==> src/rtl/mmio_hub_pkg.sv <==
// Shared register map and status layout for the MMIO hub.
// Firmware and the testbench use the same offsets and bit positions.
package mmio_hub_pkg;

    localparam int unsigned MMIO_HALT      = 32'h000;
    localparam int unsigned MMIO_CYCLO     = 32'h004;
    localparam int unsigned MMIO_CYCHI     = 32'h008;
    localparam int unsigned MMIO_CH_STRIDE = 32'h100;
    localparam int unsigned MMIO_TXDATA    = 32'h0;
    localparam int unsigned MMIO_TXSTAT    = 32'h4;

    localparam int STAT_EMPTY     = 0;
    localparam int STAT_FULL      = 1;
    localparam int STAT_OVF       = 2;
    localparam int STAT_COUNT_LSB = 8;

    localparam int CTL_FLUSH   = 0;
    localparam int CTL_CLR_OVF = 1;

    typedef struct packed {
        logic ovf;
        logic full;
        logic empty;
    } chFlags_t;

    function automatic logic [31:0] statusWord(input logic [23:0] count, input chFlags_t flags);
        logic [31:0] w_word;
        w_word                       = '0;
        w_word[STAT_EMPTY]           = flags.empty;
        w_word[STAT_FULL]            = flags.full;
        w_word[STAT_OVF]             = flags.ovf;
        w_word[STAT_COUNT_LSB +: 24] = count;
        return w_word;
    endfunction

endpackage

==> src/rtl/mmio_tx_fifo.sv <==
// One TX channel: byte FIFO with push/pop/flush and a sticky overflow flag.
// A push into a full FIFO succeeds only when a pop frees a slot in the same cycle.
module mmio_tx_fifo #(
    parameter int DEPTH = 16
) (
    input  logic                   clk,
    input  logic                   rst,
    input  logic                   i_push,
    input  logic [7:0]             i_pushData,
    input  logic                   i_ready,
    input  logic                   i_flush,
    input  logic                   i_clrOvf,
    output logic                   o_valid,
    output logic [7:0]             o_data,
    output logic                   o_full,
    output logic                   o_empty,
    output logic                   o_ovf,
    output logic [$clog2(DEPTH):0] o_count
);
    localparam int AW = $clog2(DEPTH);

    logic [7:0]    r_mem [DEPTH];
    logic [AW-1:0] r_wrPtr;
    logic [AW-1:0] r_rdPtr;
    logic [AW:0]   r_count;
    logic          r_ovf;

    logic w_empty;
    logic w_full;
    logic w_pop;
    logic w_pushOk;

    assign w_empty  = (r_count == '0);
    assign w_full   = (r_count == (AW+1)'(DEPTH));
    assign w_pop    = !w_empty && i_ready;
    assign w_pushOk = i_push && (!w_full || w_pop);

    always_ff @(posedge clk) begin
        if (rst) begin
            r_wrPtr <= '0;
            r_rdPtr <= '0;
            r_count <= '0;
        end else if (i_flush) begin
            r_wrPtr <= '0;
            r_rdPtr <= '0;
            r_count <= '0;
        end else begin
            if (w_pushOk) r_wrPtr <= r_wrPtr + 1'b1;
            if (w_pop)    r_rdPtr <= r_rdPtr + 1'b1;
            case ({w_pushOk, w_pop})
                2'b10:   r_count <= r_count + 1'b1;
                2'b01:   r_count <= r_count - 1'b1;
                default: r_count <= r_count;
            endcase
        end
    end

    // Clearing wins over a coincident drop so firmware never loses its acknowledge.
    always_ff @(posedge clk) begin
        if (rst || i_clrOvf) begin
            r_ovf <= 1'b0;
        end else if (i_push && w_full && !w_pop && !i_flush) begin
            r_ovf <= 1'b1;
        end
    end

    always_ff @(posedge clk) begin
        if (w_pushOk && !i_flush && !rst) r_mem[r_wrPtr] <= i_pushData;
    end

    assign o_valid = !w_empty;
    assign o_data  = w_empty ? 8'h00 : r_mem[r_rdPtr];
    assign o_full  = w_full;
    assign o_empty = w_empty;
    assign o_ovf   = r_ovf;
    assign o_count = r_count;

endmodule

==> src/rtl/mmio_hub.sv <==
// Memory-mapped IO slave: halt/exit-code register, 64-bit cycle counter with
// high-word shadow, and NCH buffered TX byte channels. Reads answer one cycle later.
module mmio_hub
    import mmio_hub_pkg::*;
#(
    parameter int         NCH   = 2,
    parameter int         DEPTH = 16,
    parameter logic [3:0] BASE  = 4'hf
) (
    input  logic             clk,
    input  logic             rst,
    input  logic             mem_oe,
    input  logic [31:0]      mem_addr,
    input  logic [31:0]      mem_wdata,
    input  logic [3:0]       mem_we,
    output logic [31:0]      mem_rdata,
    output logic             mem_ready,
    output logic [NCH-1:0]   tx_valid,
    output logic [8*NCH-1:0] tx_data,
    input  logic [NCH-1:0]   tx_ready,
    output logic             halt,
    output logic [31:0]      halt_code
);
    localparam int CW = $clog2(DEPTH) + 1;

    logic [63:0] r_cycle;
    logic [31:0] r_shadow;
    logic        r_halt;
    logic [31:0] r_haltCode;
    logic        r_ready;
    logic [31:0] r_rdata;

    logic        w_sel;
    logic        w_write;
    logic        w_read;
    logic [27:0] w_offset;
    logic [31:0] w_rdNext;
    logic        w_unusedAddrLsb;

    logic [NCH-1:0] w_dataHit;
    logic [NCH-1:0] w_statHit;
    logic [NCH-1:0] w_full;
    logic [NCH-1:0] w_empty;
    logic [NCH-1:0] w_ovf;
    logic [CW-1:0]  w_count [NCH];

    // Byte lane bits of the address carry no meaning for word registers.
    assign w_offset        = {mem_addr[27:2], 2'b00};
    assign w_unusedAddrLsb = ^mem_addr[1:0];
    assign w_sel           = mem_oe && (mem_addr[31:28] == BASE);
    assign w_write         = w_sel && (mem_we != 4'b0000);
    assign w_read          = w_sel && (mem_we == 4'b0000);

    for (genvar c = 0; c < NCH; c++) begin : g_ch
        assign w_dataHit[c] = (w_offset == 28'(MMIO_CH_STRIDE * (c + 1) + MMIO_TXDATA));
        assign w_statHit[c] = (w_offset == 28'(MMIO_CH_STRIDE * (c + 1) + MMIO_TXSTAT));

        mmio_tx_fifo #(.DEPTH(DEPTH)) u_fifo (
            .clk        (clk),
            .rst        (rst),
            .i_push     (w_write && w_dataHit[c]),
            .i_pushData (mem_wdata[7:0]),
            .i_ready    (tx_ready[c]),
            .i_flush    (w_write && w_statHit[c] && mem_wdata[CTL_FLUSH]),
            .i_clrOvf   (w_write && w_statHit[c] && mem_wdata[CTL_CLR_OVF]),
            .o_valid    (tx_valid[c]),
            .o_data     (tx_data[8*c +: 8]),
            .o_full     (w_full[c]),
            .o_empty    (w_empty[c]),
            .o_ovf      (w_ovf[c]),
            .o_count    (w_count[c])
        );
    end

    always_comb begin
        w_rdNext = '0;
        if (w_offset == 28'(MMIO_HALT)) begin
            w_rdNext = r_haltCode;
        end else if (w_offset == 28'(MMIO_CYCLO)) begin
            w_rdNext = r_cycle[31:0];
        end else if (w_offset == 28'(MMIO_CYCHI)) begin
            w_rdNext = r_shadow;
        end
        for (int c = 0; c < NCH; c++) begin
            if (w_dataHit[c]) w_rdNext = {31'b0, !w_full[c]};
            if (w_statHit[c]) w_rdNext = statusWord(24'(w_count[c]),
                                                    chFlags_t'{ovf: w_ovf[c], full: w_full[c], empty: w_empty[c]});
        end
    end

    // Reading the low word freezes the high word so a 64-bit read is coherent.
    always_ff @(posedge clk) begin
        if (rst) begin
            r_cycle    <= '0;
            r_shadow   <= '0;
            r_halt     <= 1'b0;
            r_haltCode <= '0;
            r_ready    <= 1'b0;
            r_rdata    <= '0;
        end else begin
            r_cycle <= r_cycle + 64'd1;
            r_ready <= w_read;
            r_rdata <= w_read ? w_rdNext : 32'h0;
            if (w_read && w_offset == 28'(MMIO_CYCLO)) r_shadow <= r_cycle[63:32];
            if (w_write && w_offset == 28'(MMIO_HALT)) begin
                r_halt     <= 1'b1;
                r_haltCode <= mem_wdata;
            end
        end
    end

    assign mem_ready = r_ready;
    assign mem_rdata = r_rdata;
    assign halt      = r_halt;
    assign halt_code = r_haltCode;

endmodule

==> config.mk <==
export PLATFORM = sky130hd
export DESIGN_NAME = mmio_hub
export DESIGN_NICKNAME = d
export VERILOG_FILES = /design/src/rtl/mmio_hub_pkg.sv /design/src/rtl/mmio_tx_fifo.sv /design/src/rtl/mmio_hub.sv
export SDC_FILE = /design/constraint.sdc
export NUM_CORES = 1
export LEC_CHECK = 0
export CORE_MARGIN = 1.5
export CORE_UTILIZATION = 60
export DETAILED_ROUTE_END_ITERATION = 12
export PLACE_DENSITY_LB_ADDON = 0.25
export RECOVER_POWER = 50
export SLEW_MARGIN = 25
export SYNTH_ARGS = -nofsm -noshare
export SYNTH_HDL_FRONTEND = slang
export SYNTH_SLANG_ARGS = --single-unit
==> constraint.sdc <==
create_clock -name clk -period 9.4 [get_ports clk]
set_clock_uncertainty 0.15 [all_clocks]
set_input_delay 0.94 -clock clk [delete_from_list [all_inputs] [get_ports clk]]
set_output_delay 0.94 -clock clk [all_outputs]
set_load 0.01 [all_outputs]
# Word level (Yosys, flattened, before mapping)
# Memory sizes are Yosys's and may differ from the RTL's. A register that Yosys moved wholly into a read port is not among the register bits.
# Index checks and enable logic that the tools add are counted.
dict set report totals {
  register_bits 190
  latch_bits 0
  ram_bits 256
  romBits 0
  in_bits 73
  output_inout_bits 84
  word_cells 110
  n_memories 2
}
# memory words width rd rd_clocked_by_memory_dff write_ports line_no
set mem_list {}
lappend mem_list {{g_ch[0].u_fifo.r_mem} 16 8 1 1 1 mmio_tx_fifo.sv:22} ;# logic [7:0] r_mem [DEPTH];
lappend mem_list {{g_ch[1].u_fifo.r_mem} 16 8 1 1 1 mmio_tx_fifo.sv:22}
dict set report classes {
  add_sub_neg 9
  n_mul 0
  n_div 0
  magnitude_cmp 0
  eq_ne 13
  shifts 0
  n_mux 19
  bitwise_logic 1
  n_reduce_logical 51
}
# cell n
set ops {}
lappend ops {{$mux 32} 3}
lappend ops {{$add 64x1->64 const B} 1}
lappend ops {{$eq 26x7->1 const B} 2}
lappend ops {{$eq 26x8->1 const B} 2}
lappend ops {{$mux 13} 4}
lappend ops {{$logic_not 28->1} 1}
lappend ops {{$logic_and 1x1->1} 27}
lappend ops {{$eq 26x1->1 const B} 1}
lappend ops {{$eq 26x2->1 const B} 1}
lappend ops {{$pmux 5 s2} 2}
lappend ops {{$add 4x1->4 const B} 4}
lappend ops {{$mux 4} 4}
lappend ops {{$mux 8} 2}
lappend ops {{$add 5x1->5 const B} 2}
lappend ops {{$eq 5x5->1 const B} 2}
lappend ops {{$logic_not 5->1} 2}
lappend ops {{$sub 5x1->5 const B} 2}
lappend ops {{$logic_not 1->1} 9}
lappend ops {{$reduce_or 2->1} 3}
lappend ops {{$reduce_or 6->1} 1}
lappend ops {{$eq 2x1->1 const B} 2}
lappend ops {{$eq 2x2->1 const B} 2}
lappend ops {{$eq 4x4->1 const B} 1}
lappend ops {{$logic_not 4->1} 1}
lappend ops {{5 further kinds} 12}

# Depth between registers and ports, before layout
# Gate-level depths: netlist of run 1.
dict set report logic_depth {
  word_depth 10
  mapped_depth 14
  ltp_nobuf 12
}

# Modules after synthesis
# Synthesis of run 1 repeated with hierarchy kept, for this count alone.
dict set report unflattened {
  cells_unflattened 1469
  area_unflattened_um2 18940.7
}
# mod n_inst cells_each area_per_inst_um2 seq_area_each_um2
set modules_own_cells {}
lappend modules_own_cells {mmio_hub 1 855 7282.0 3243.1}
lappend modules_own_cells {{mmio_tx_fifo (g_ch[0].u_fifo)} 1 306 5831.8 4204.0}
lappend modules_own_cells {{mmio_tx_fifo (g_ch[1].u_fifo)} 1 308 5826.8 4204.0}

# Least setup slack after synthesis of run 1
# No wires, ideal clock.
dict set report synth_path {
  path_kind {input to register}
  startpoint {in mem_addr[10]}
  endpoint {mem g_ch[0].u_fifo.r_mem[0][0] (enable)}
  setup_time_ps 383
  arrival_ps 3059
  required_ps 8867
  slack_ps 5807
  stages 6
  n_path_buf 0
  path_cell_list {nor4_1 > nand3_1 > nor3_4 > nand3_2 > or3b_2 > nor3_1}
}
dict set report synth_via {
  elab_chain_len 8
  word_cells_on_any_way 11
  classes_between {eq/ne (2); mux (2); reduce/logical (7)}
}
# element line_no
set synth_rtl {}
lappend synth_rtl {{from (decl)} mmio_hub.sv:13} ;# input logic [31:0] mem_addr,
lappend synth_rtl {{$eq 26x7->1} mmio_hub.sv:56} ;# assign w_statHit[c] = (w_offset == 28'(MMIO_CH_STRIDE * (c + 1) + MMIO_TXSTAT));
lappend synth_rtl {{$logic_and 1x1->1 (2 in series)} mmio_hub.sv:64} ;# .i_flush (w_write && w_statHit[c] && mem_wdata[CTL_FLUSH]),
lappend synth_rtl {{$logic_not 1->1} mmio_tx_fifo.sv:68} ;# if (w_pushOk && !i_flush && !rst) r_mem[r_wrPtr] <= i_pushData;
lappend synth_rtl {{$logic_and 1x1->1 * (2 in series)} mmio_tx_fifo.sv:68}
lappend synth_rtl {{$mux 1 *} mmio_tx_fifo.sv:68}
lappend synth_rtl {{$mux 1 (not written as such) *} mmio_tx_fifo.sv:68}
lappend synth_rtl {{to (decl)} mmio_tx_fifo.sv:22}
# Every way passes the cells marked *; elsewhere a longest branch is shown, timed or not.

# Final worst setup path of run 1
dict set report layout_path {
  startpoint {in rst}
  endpoint {reg r_cycle[45]}
}
# element line_no
set layout_lines {}
lappend layout_lines {{from (decl)} mmio_hub.sv:11} ;# input logic rst,
lappend layout_lines {{to (signal assigned)} mmio_hub.sv:101} ;# r_cycle <= r_cycle + 64'd1;
lappend layout_lines {{to (decl)} mmio_hub.sv:26} ;# logic [63:0] r_cycle;
# No word-level cell between the ends.

==> PnR_summary.wiki, run 1 <==
{| class="wikitable"
! Metric !! Value
|-
| Outcome || finished with violations
|-
| Violations in the final reports || capacitance limit, slew limit
|-
| Total vias in the final route || 11800
|-
| Top cells by count, synth || 256 x sky130_fd_sc_hd__edfxtp_1, 209 x sky130_fd_sc_hd__nor2_1, 198 x sky130_fd_sc_hd__dfxtp_1
|-
| Post-Syn Instances || 1418
|-
| Overflow after GRT || 0
|-
| Hold Violations, Final || 0
|-
| Floorplan die height || 179 µm
|-
| Critical path peak fanout || 95
|-
| Leading cell type by number of instances after synthesis || sky130_fd_sc_hd__edfxtp_1
|-
| Share of final-layout standard cells stronger than drive strength 1 || 12.6%
|-
| Clock transition at the register clock pins on the worst setup and hold paths after CTS || 60 ps
|-
| Fin. max-slew vios || 380
|-
| Number of iterations in the first detailed-routing pass || 5
|-
| Most common cell on crit path || sky130_fd_sc_hd__clkbuf_1
|-
| Psw || 784 µW
|-
| IR drop worst, VDD || 0.134 mV
|-
| Power Dens Cells || 180 nW/µm²
|-
| Highest clock frequency the design can meet || 178 MHz
|-
| Routed via count divided by cell count || 5.95
|-
| Number of warnings printed during yosys synthesis || 0
|-
| Static leakage || 7.24 nW
|-
| Required arrival time at the worst endpoint || 9480 ps
|-
| Flip-flop and latch count after synthesis || 454
|-
| Critical path start-end classification || input port to flip-flop
|-
| Mean instance size in the synthesized netlist || 13.2 µm²
|-
| Ordered cell list for the critical path || clkbuf_1 -> clkbuf_1 -> nor2_1
|-
| Core region area || 30600 µm²
|-
| Root Driver || sky130_fd_sc_hd__clkbuf_16
|-
| Fillers || 2023
|-
| Fraction of power consumed by sequential logic || 53.1%
|-
| Clk pwr share || 44.8%
|-
| RSZ-0062 raised after global routing || no
|-
| Final WL || 42600 µm
|-
| Area added between synthesis and finish || 17.4%
|-
| Post-DP HPWL || 26800 µm
|-
| Top area cells in the synthesized netlist || sky130_fd_sc_hd__edfxtp_1 41%, sky130_fd_sc_hd__dfxtp_1 21%, sky130_fd_sc_hd__mux4_2 9.6%, sky130_fd_sc_hd__nor2_1 4.2%, sky130_fd_sc_hd__mux2i_1 3.9%
|-
| Buffer depth of the longest clock path || 3
|-
| Post-route fraction of the period consumed by the critical path || 59.8%
|-
| Routed length on met2 || 21900 µm
|-
| Highest routing layer actually used || met4
|-
| Insertion delay to the later sink of the worst-skew pair || 540 ps
|-
| Count of flip-flops with a built-in enable after synthesis || 256
|-
| # nets final || 1646
|-
| CP startpoint kind || input port
|-
| TritonCTS clock tree || yes
|-
| Number of distinct library cells after synthesis || 60
|-
| Non-filler instance count after layout || 1986
|-
| Port bufs || 154
|-
| Antenna violations before repair || 2
|-
| Metal3 WL || 2370 µm
|-
| Post-synthesis cell area || 18700 µm²
|-
| Sinks on the clock net || 454
|-
| Iter 0 DRT Violations || 971
|-
| Length of routed wiring on met1 || 16900 µm
|-
| Routed Antenna Nets || 0
|-
| Hold Crit Class || flip-flop to flip-flop
|-
| Fraction of synthesis flops using an asynchronous set or reset pin || 0%
|-
| Switching share of total power || 19.8%
|-
| Post-synthesis cell type with the largest combined area || sky130_fd_sc_hd__edfxtp_1
|-
| Initial cell density of the core || 61.1%
|-
| Post-synth top area share || 41.1%
|-
| Post-CTS Hold Fix Bufs || 0
|-
| First-pass GRT wire length || 66700 µm
|-
| Logic pwr share || 2.2%
|-
| Stage delay of the slowest cell on the critical path || 2970 ps
|-
| Number of DRC violations after detailed routing || 0
|-
| Horizontal die dimension || 179 µm
|-
| Post-CTS sizing || 0
|-
| Final setup violation count || 0
|-
| Number of top-level pins || 157
|-
| Internal power consumption || 3.17 mW
|-
| Wire per inst || 21.4 µm
|-
| Arrival time worst endpoint || 5700 ps
|-
| Max_cap viols || 9
|-
| H-tree levels || 2
|-
| Minimum period implied by the final worst setup slack || 5620 ps
|-
| Top FF cell, synth || sky130_fd_sc_hd__edfxtp_1
|-
| Placement-stage worst setup slack || 4950 ps
|-
| GPL Wtd Cong || 0.814
|-
| Least-Margin Pin Slew || 4070 ps
|-
| Placed cells || 1905
|-
| Row count || 64
|-
| Die area || 32200 µm²
|-
| CP bufs+invs || 2
|-
| Maximum number of pins on one net before global-route repair || 96
|-
| Setup TNS || 0 ps
|-
| Number of post-CTS setup repair buffers || 0
|-
| Sequential share of the synthesized area || 62.3%
|-
| Smallest setup slack after layout || 3780 ps
|-
| Synthesized net count || 1509
|-
| Vias in the first global route || 11800
|-
| Kind of cell adding the most delay to the critical path || buffers and inverters
|-
| Worst rel slew slack || -171%
|-
| Critical path capture point type || flip-flop
|-
| Number of clock buffers inserted by TritonCTS || 44
|-
| Global router's overall resource usage || 26.5%
|-
| Crit path max-delay cell type || sky130_fd_sc_hd__clkbuf_1
|}
power groups by stage:
stage,combinational [mW],sequential [mW],clock [mW]
detailed placement,0.0867,2.14,0
global placement,0.0850,2.14,0
CTS,0.0871,2.10,1.79
floorplan,0.0271,2.14,0
global route,0.0917,2.10,1.86
finish,0.0853,2.10,1.77
state kept, by name, indices dropped and copies added, names as in the netlist, named ones only:
signal               count
g_ch.u_fifo.r_mem      256
r_cycle                 64
halt_code               32
mem_rdata               32
r_shadow                32
g_ch.u_fifo.o_count     10
g_ch.u_fifo.r_rdPtr      8
g_ch.u_fifo.r_wrPtr      8
g_ch.u_fifo.o_ovf        2
halt                     1
mem_ready                1
placed cells by master, fill, tap and decap left out, types with 11 or more instances in the layout:
cell type / count
sky130_fd_sc_hd__ha_1: 17
sky130_fd_sc_hd__nor4_1: 11
sky130_fd_sc_hd__clkbuf_1: 22
sky130_fd_sc_hd__edfxtp_1: 256
sky130_fd_sc_hd__o21ai_0: 17
sky130_fd_sc_hd__mux4_2: 80
sky130_fd_sc_hd__nor2b_1: 25
sky130_fd_sc_hd__xnor2_1: 52
sky130_fd_sc_hd__clkbuf_16: 44
sky130_fd_sc_hd__and3_1: 11
sky130_fd_sc_hd__dlygate4sd3_1: 72
sky130_fd_sc_hd__nor2_1: 209
sky130_fd_sc_hd__xor2_1: 18
sky130_fd_sc_hd__mux2i_1: 72
sky130_fd_sc_hd__or3_1: 13
sky130_fd_sc_hd__clkdlybuf4s50_1: 78
sky130_fd_sc_hd__nand3_1: 25
sky130_fd_sc_hd__nor3_1: 48
sky130_fd_sc_hd__a21oi_1: 78
sky130_fd_sc_hd__nand2_1: 48
sky130_fd_sc_hd__inv_1: 52
sky130_fd_sc_hd__dfxtp_1: 194
sky130_fd_sc_hd__buf_4: 11
sky130_fd_sc_hd__nor3_2: 14
area by class of cell:
type | count | area [µm²] | share of cell area [%]
Clock inverter | 20 | 238 | 1.08
Timing Repair Buffer | 173 | 1650 | 7.50
Multi-Input combinational cell | 830 | 6490 | 29.6
Tap cell | 396 | 495 | 2.26
Inverter | 52 | 195 | 0.890
Clock buffer | 60 | 1210 | 5.52
Sequential cell | 454 | 11700 | 53.1
Antenna cell | 1 | 2.50 | 0.0114
path summary, 6_finish.rpt:
path / start / to / slack (ps) / cells past startpoint
setup / recovery: rst / r_cycle[45] / 3780 / 3
hold / removal: r_cycle[0] / r_cycle[0] / 320 / 1
setup reg to reg: g_ch[1].u_fifo.o_count[0] / g_ch[1].u_fifo.o_count[4] / 5820 / 12
hold reg to reg: r_cycle[0] / r_cycle[0] / 320 / 1
logic make-up after synthesis:
kind of cell    share of synthesized area, %
fa+ha+maj                               1.25
flops                                   62.3
compound gates                          3.77
xor+xnor                                3.28
simple gates                            12.7
mux                                     13.6
buf+inv                                 3.06
through the flow:
step,total power [mW],utilization (%),hold WS (ps),area (µm²)
2_1_floorplan,2.17,-,275,18700
3_3_place_gp,2.22,67.0,288,20500
3_5_place_dp,2.23,67.1,297,20500
4_1_cts,3.97,71.8,312,22000
5_1_grt,4.05,71.7,349,21900
6_report,3.95,71.7,316,21900
per-layer routing:
layer / up-vias / global-route usage [%]
met1: 5873 / 33.3
met3: 99 / 4.74
met2: 403 / 46.6
li1: 5435 / -
met4: 0 / 8.87
met5: - / 0
Note: power is estimated with default switching activity, not from simulation.
==> inputs of run 2 (changes only) <==
Settings changed: CORE_UTILIZATION 60 to 58.
Clock period 9.4 ns to 5.6 ns, I/O delays scaled along.
==> run 2 against run 1 <==
Clock power up 63%. Sequential cell count unchanged. Design area is essentially flat. The run still ends with capacitance limit, slew limit left. First-iteration DRC count rose by 1.3%. Count of clock-buffer cells in the layout unchanged. Combinational power up 71%. Routed wire length down 0.41%. Non-clock buffer count up 4. Critical path depth unchanged. Critical endpoint is now r_shadow[15]. Sequential share of layout area is essentially flat. Sequential power increased by 68%.
==> PnR_summary.wiki, run 2 (synthesis results as in run 1) <==
{| class="wikitable"
! Metric !! Value
|-
| Number of clock buffers inserted by TritonCTS || 45 (was 44)
|-
| Violations in the final reports || capacitance limit, slew limit (unchanged)
|-
| IR drop worst, VDD || 0.229 mV (was 0.134 mV)
|-
| Row count || 65 (was 64)
|-
| Met3 Use GR || 4.53% (was 4.74%)
|-
| Max_cap viols || 8 (was 9)
|-
| Number of post-CTS setup repair buffers || 0 (unchanged)
|-
| Hold Crit Class || flip-flop to flip-flop (unchanged)
|-
| Total vias in the final route || 11700 (was 11800)
|-
| Least-Margin Pin Slew || 3890 ps (was 4070 ps)
|-
| Port bufs || 154 (unchanged)
|-
| Grt met2 use || 44.7% (was 46.6%)
|-
| Core region area || 31600 µm² (was 30600 µm²)
|-
| GPL Wtd Cong || 0.843 (was 0.814)
|-
| CP startpoint kind || input port (unchanged)
|-
| Static leakage || 7.23 nW (was 7.24 nW)
|-
| Final WL || 42400 µm (was 42600 µm)
|-
| Start of the worst register-to-register path || g_ch[1].u_fifo.o_count[0] (unchanged)
|-
| Smallest setup slack after layout || 1270 ps (was 3780 ps)
|-
| Placement-stage worst setup slack || 1460 ps (was 4950 ps)
|-
| Top library cells by usage in the layout, fill and taps aside || 256 x sky130_fd_sc_hd__edfxtp_1, 209 x sky130_fd_sc_hd__nor2_1, 194 x sky130_fd_sc_hd__dfxtp_1 (unchanged)
|-
| First-pass GRT wire length || 65000 µm (was 66700 µm)
|-
| Critical path start-end classification || input port to flip-flop (unchanged)
|-
| Routed via count divided by cell count || 5.85 (was 5.95)
|-
| Vias in the first global route || 11600 (was 11800)
|-
| Required arrival time at the worst endpoint || 5700 ps (was 9480 ps)
|-
| Post-DP HPWL || 26800 µm (about the same)
|-
| Number of iterations in the first detailed-routing pass || 5 (unchanged)
|-
| Floorplan die height || 183 µm (was 179 µm)
|-
| Post-CTS sizing || 0 (unchanged)
|-
| Hold path endpoint || r_cycle[0] (unchanged)
|-
| Root Driver || sky130_fd_sc_hd__clkbuf_16 (unchanged)
|-
| Sinks on the clock net || 454 (unchanged)
|-
| Register containing the most flip-flops in the final layout || g_ch.u_fifo.r_mem (unchanged)
|-
| Wire per inst || 21.2 µm (was 21.4 µm)
|-
| Flip-flop count of the largest register after layout || 256 (unchanged)
|-
| Critical path capture point type || flip-flop (unchanged)
|-
| Overflow after GRT || 0 (unchanged)
|-
| Minimum period implied by the final worst setup slack || 4330 ps
|-
| Most heavily used metal layer in global routing || met2 (unchanged)
|-
| Fin. max-slew vios || 332 (was 380)
|-
| Final setup violation count || 0 (unchanged)
|-
| Highest clock frequency the design can meet || 231 MHz
|-
| Initial cell density of the core || 59.1% (was 61.1%)
|-
| Outcome || finished with violations (unchanged)
|-
| Number of DRC violations after detailed routing || 0 (unchanged)
|-
| Antenna violations before repair || 1 (was 2)
|-
| Buffer depth of the longest clock path || 3 (unchanged)
|-
| Ant diodes || 0 (was 1)
|-
| Insertion delay to the later sink of the worst-skew pair || 540 ps (about the same)
|-
| Worst Hold Margin || 319 ps (was 316 ps)
|-
| Hold wc startpoint || r_cycle[0] (unchanged)
|-
| Power Dens Cells || 299 nW/µm² (was 180 nW/µm²)
|-
| Arrival time worst endpoint || 4430 ps (was 5700 ps)
|-
| Critical path peak fanout || 89 (was 95)
|-
| TritonCTS clock tree || yes (unchanged)
|-
| Capturing point of the worst reg2reg path || g_ch[1].u_fifo.o_count[4] (unchanged)
|-
| Setup TNS || 0 ps (unchanged)
|-
| Horizontal die dimension || 183 µm (was 179 µm)
|-
| Worst reg2reg path depth || 12 (unchanged)
|-
| Hold Violations, Final || 0 (unchanged)
|-
| Maximum number of pins on one net before global-route repair || 90 (was 96)
|-
| Post-CTS Hold Fix Bufs || 0 (unchanged)
|-
| Area added between synthesis and finish || 17.3% (was 17.4%)
|-
| # nets final || 1651 (was 1646)
|-
| Worst rel slew slack || -160% (was -171%)
|-
| Met1 layer usage reported by global route || 33.1% (was 33.3%)
|-
| Number of top-level pins || 157 (unchanged)
|-
| Clock transition at the register clock pins on the worst setup and hold paths after CTS || 60 ps (about the same)
|-
| Commonest non-fill, non-tap cell in the layout || sky130_fd_sc_hd__edfxtp_1 (unchanged)
|-
| Die area || 33300 µm² (was 32200 µm²)
|-
| H-tree levels || 2 (unchanged)
|-
| Global router's overall resource usage || 25.6% (was 26.5%)
|-
| Worst hold path stage count || 1 (unchanged)
|-
| RSZ-0062 raised after global routing || no (unchanged)
|-
| Share of final-layout standard cells stronger than drive strength 1 || 12.5% (was 12.6%)
|-
| Post-route fraction of the period consumed by the critical path || 77.3%
|-
| Total power || 6.56 mW (was 3.95 mW)
|-
| Registers with the most flip-flops || g_ch.u_fifo.r_mem: 256 flops, r_cycle: 64 flops (unchanged)
|-
| Routed Antenna Nets || 0 (unchanged)
|-
| R2R setup slack || 2000 ps (was 5820 ps)
|-
| Iter 0 DRT Violations || 984 (was 971)
|}
## run 2: layer usage
metal | wire (µm) | share of wire (%) | up-vias
li1 | - | - | 5448
met1 | 17300 | 41 | 5805
met5 | 0 | 0 | -
met2 | 21800 | 51 | 354
met3 | 2360 | 5.6 | 77
met4 | 967 | 2.3 | 0
## run 2: cell type report
cell class                      instances  area, µm²
Clock buffer                           60       1210
Clock inverter                         22        193
Fill cell                            2156       9710
Inverter                               52        195
Multi-Input combinational cell        830       6460
Sequential cell                       454      11700
Tap cell                              402        503
Timing Repair Buffer                  177       1710
## run 2: worst max path at each step
stage | start | to | slack, ps | cells after the start
finish | rst | r_shadow[15] | 1270 | 3
global route | rst | r_shadow[15] | 950 | 3
CTS | flip-flop | tx_data[5] | 1330 | 5
detailed placement | mem_addr[14] | g_ch[0].u_fifo.r_mem[4][7] | 1460 | 7
global placement | mem_addr[14] | g_ch[0].u_fifo.r_mem[6][0] | 1530 | 7
floorplan | mem_addr[10] | g_ch[0].u_fifo.r_mem[0][0] | 2390 | 6
## run 2: per-stage QoR
step	cells	utilization (%)	cell area, µm²
5_1_grt	1997	69.3	21900
3_5_place_dp	1915	65.0	20600
2_1_floorplan	1418	-	18700
4_1_cts	1997	69.5	22000
3_3_place_gp	1913	64.9	20500
6_report	1997	69.3	21900
## run 2: power breakdown
| part | switching, mW | total, mW | internal, mW |
|---|---|---|---|
| logic | 0.0918 | 0.146 | 0.0541 |
| registers | 0.00191 | 3.52 | 3.52 |
| clock network | 1.23 | 2.89 | 1.66 |
| total | 1.32 | 6.56 | 5.24 |
## run 2: worst max-delay path, cell delays in order
cell	delay [ps]
sky130_fd_sc_hd__clkbuf_2	810
sky130_fd_sc_hd__clkbuf_1	2810
sky130_fd_sc_hd__nor2_1	200
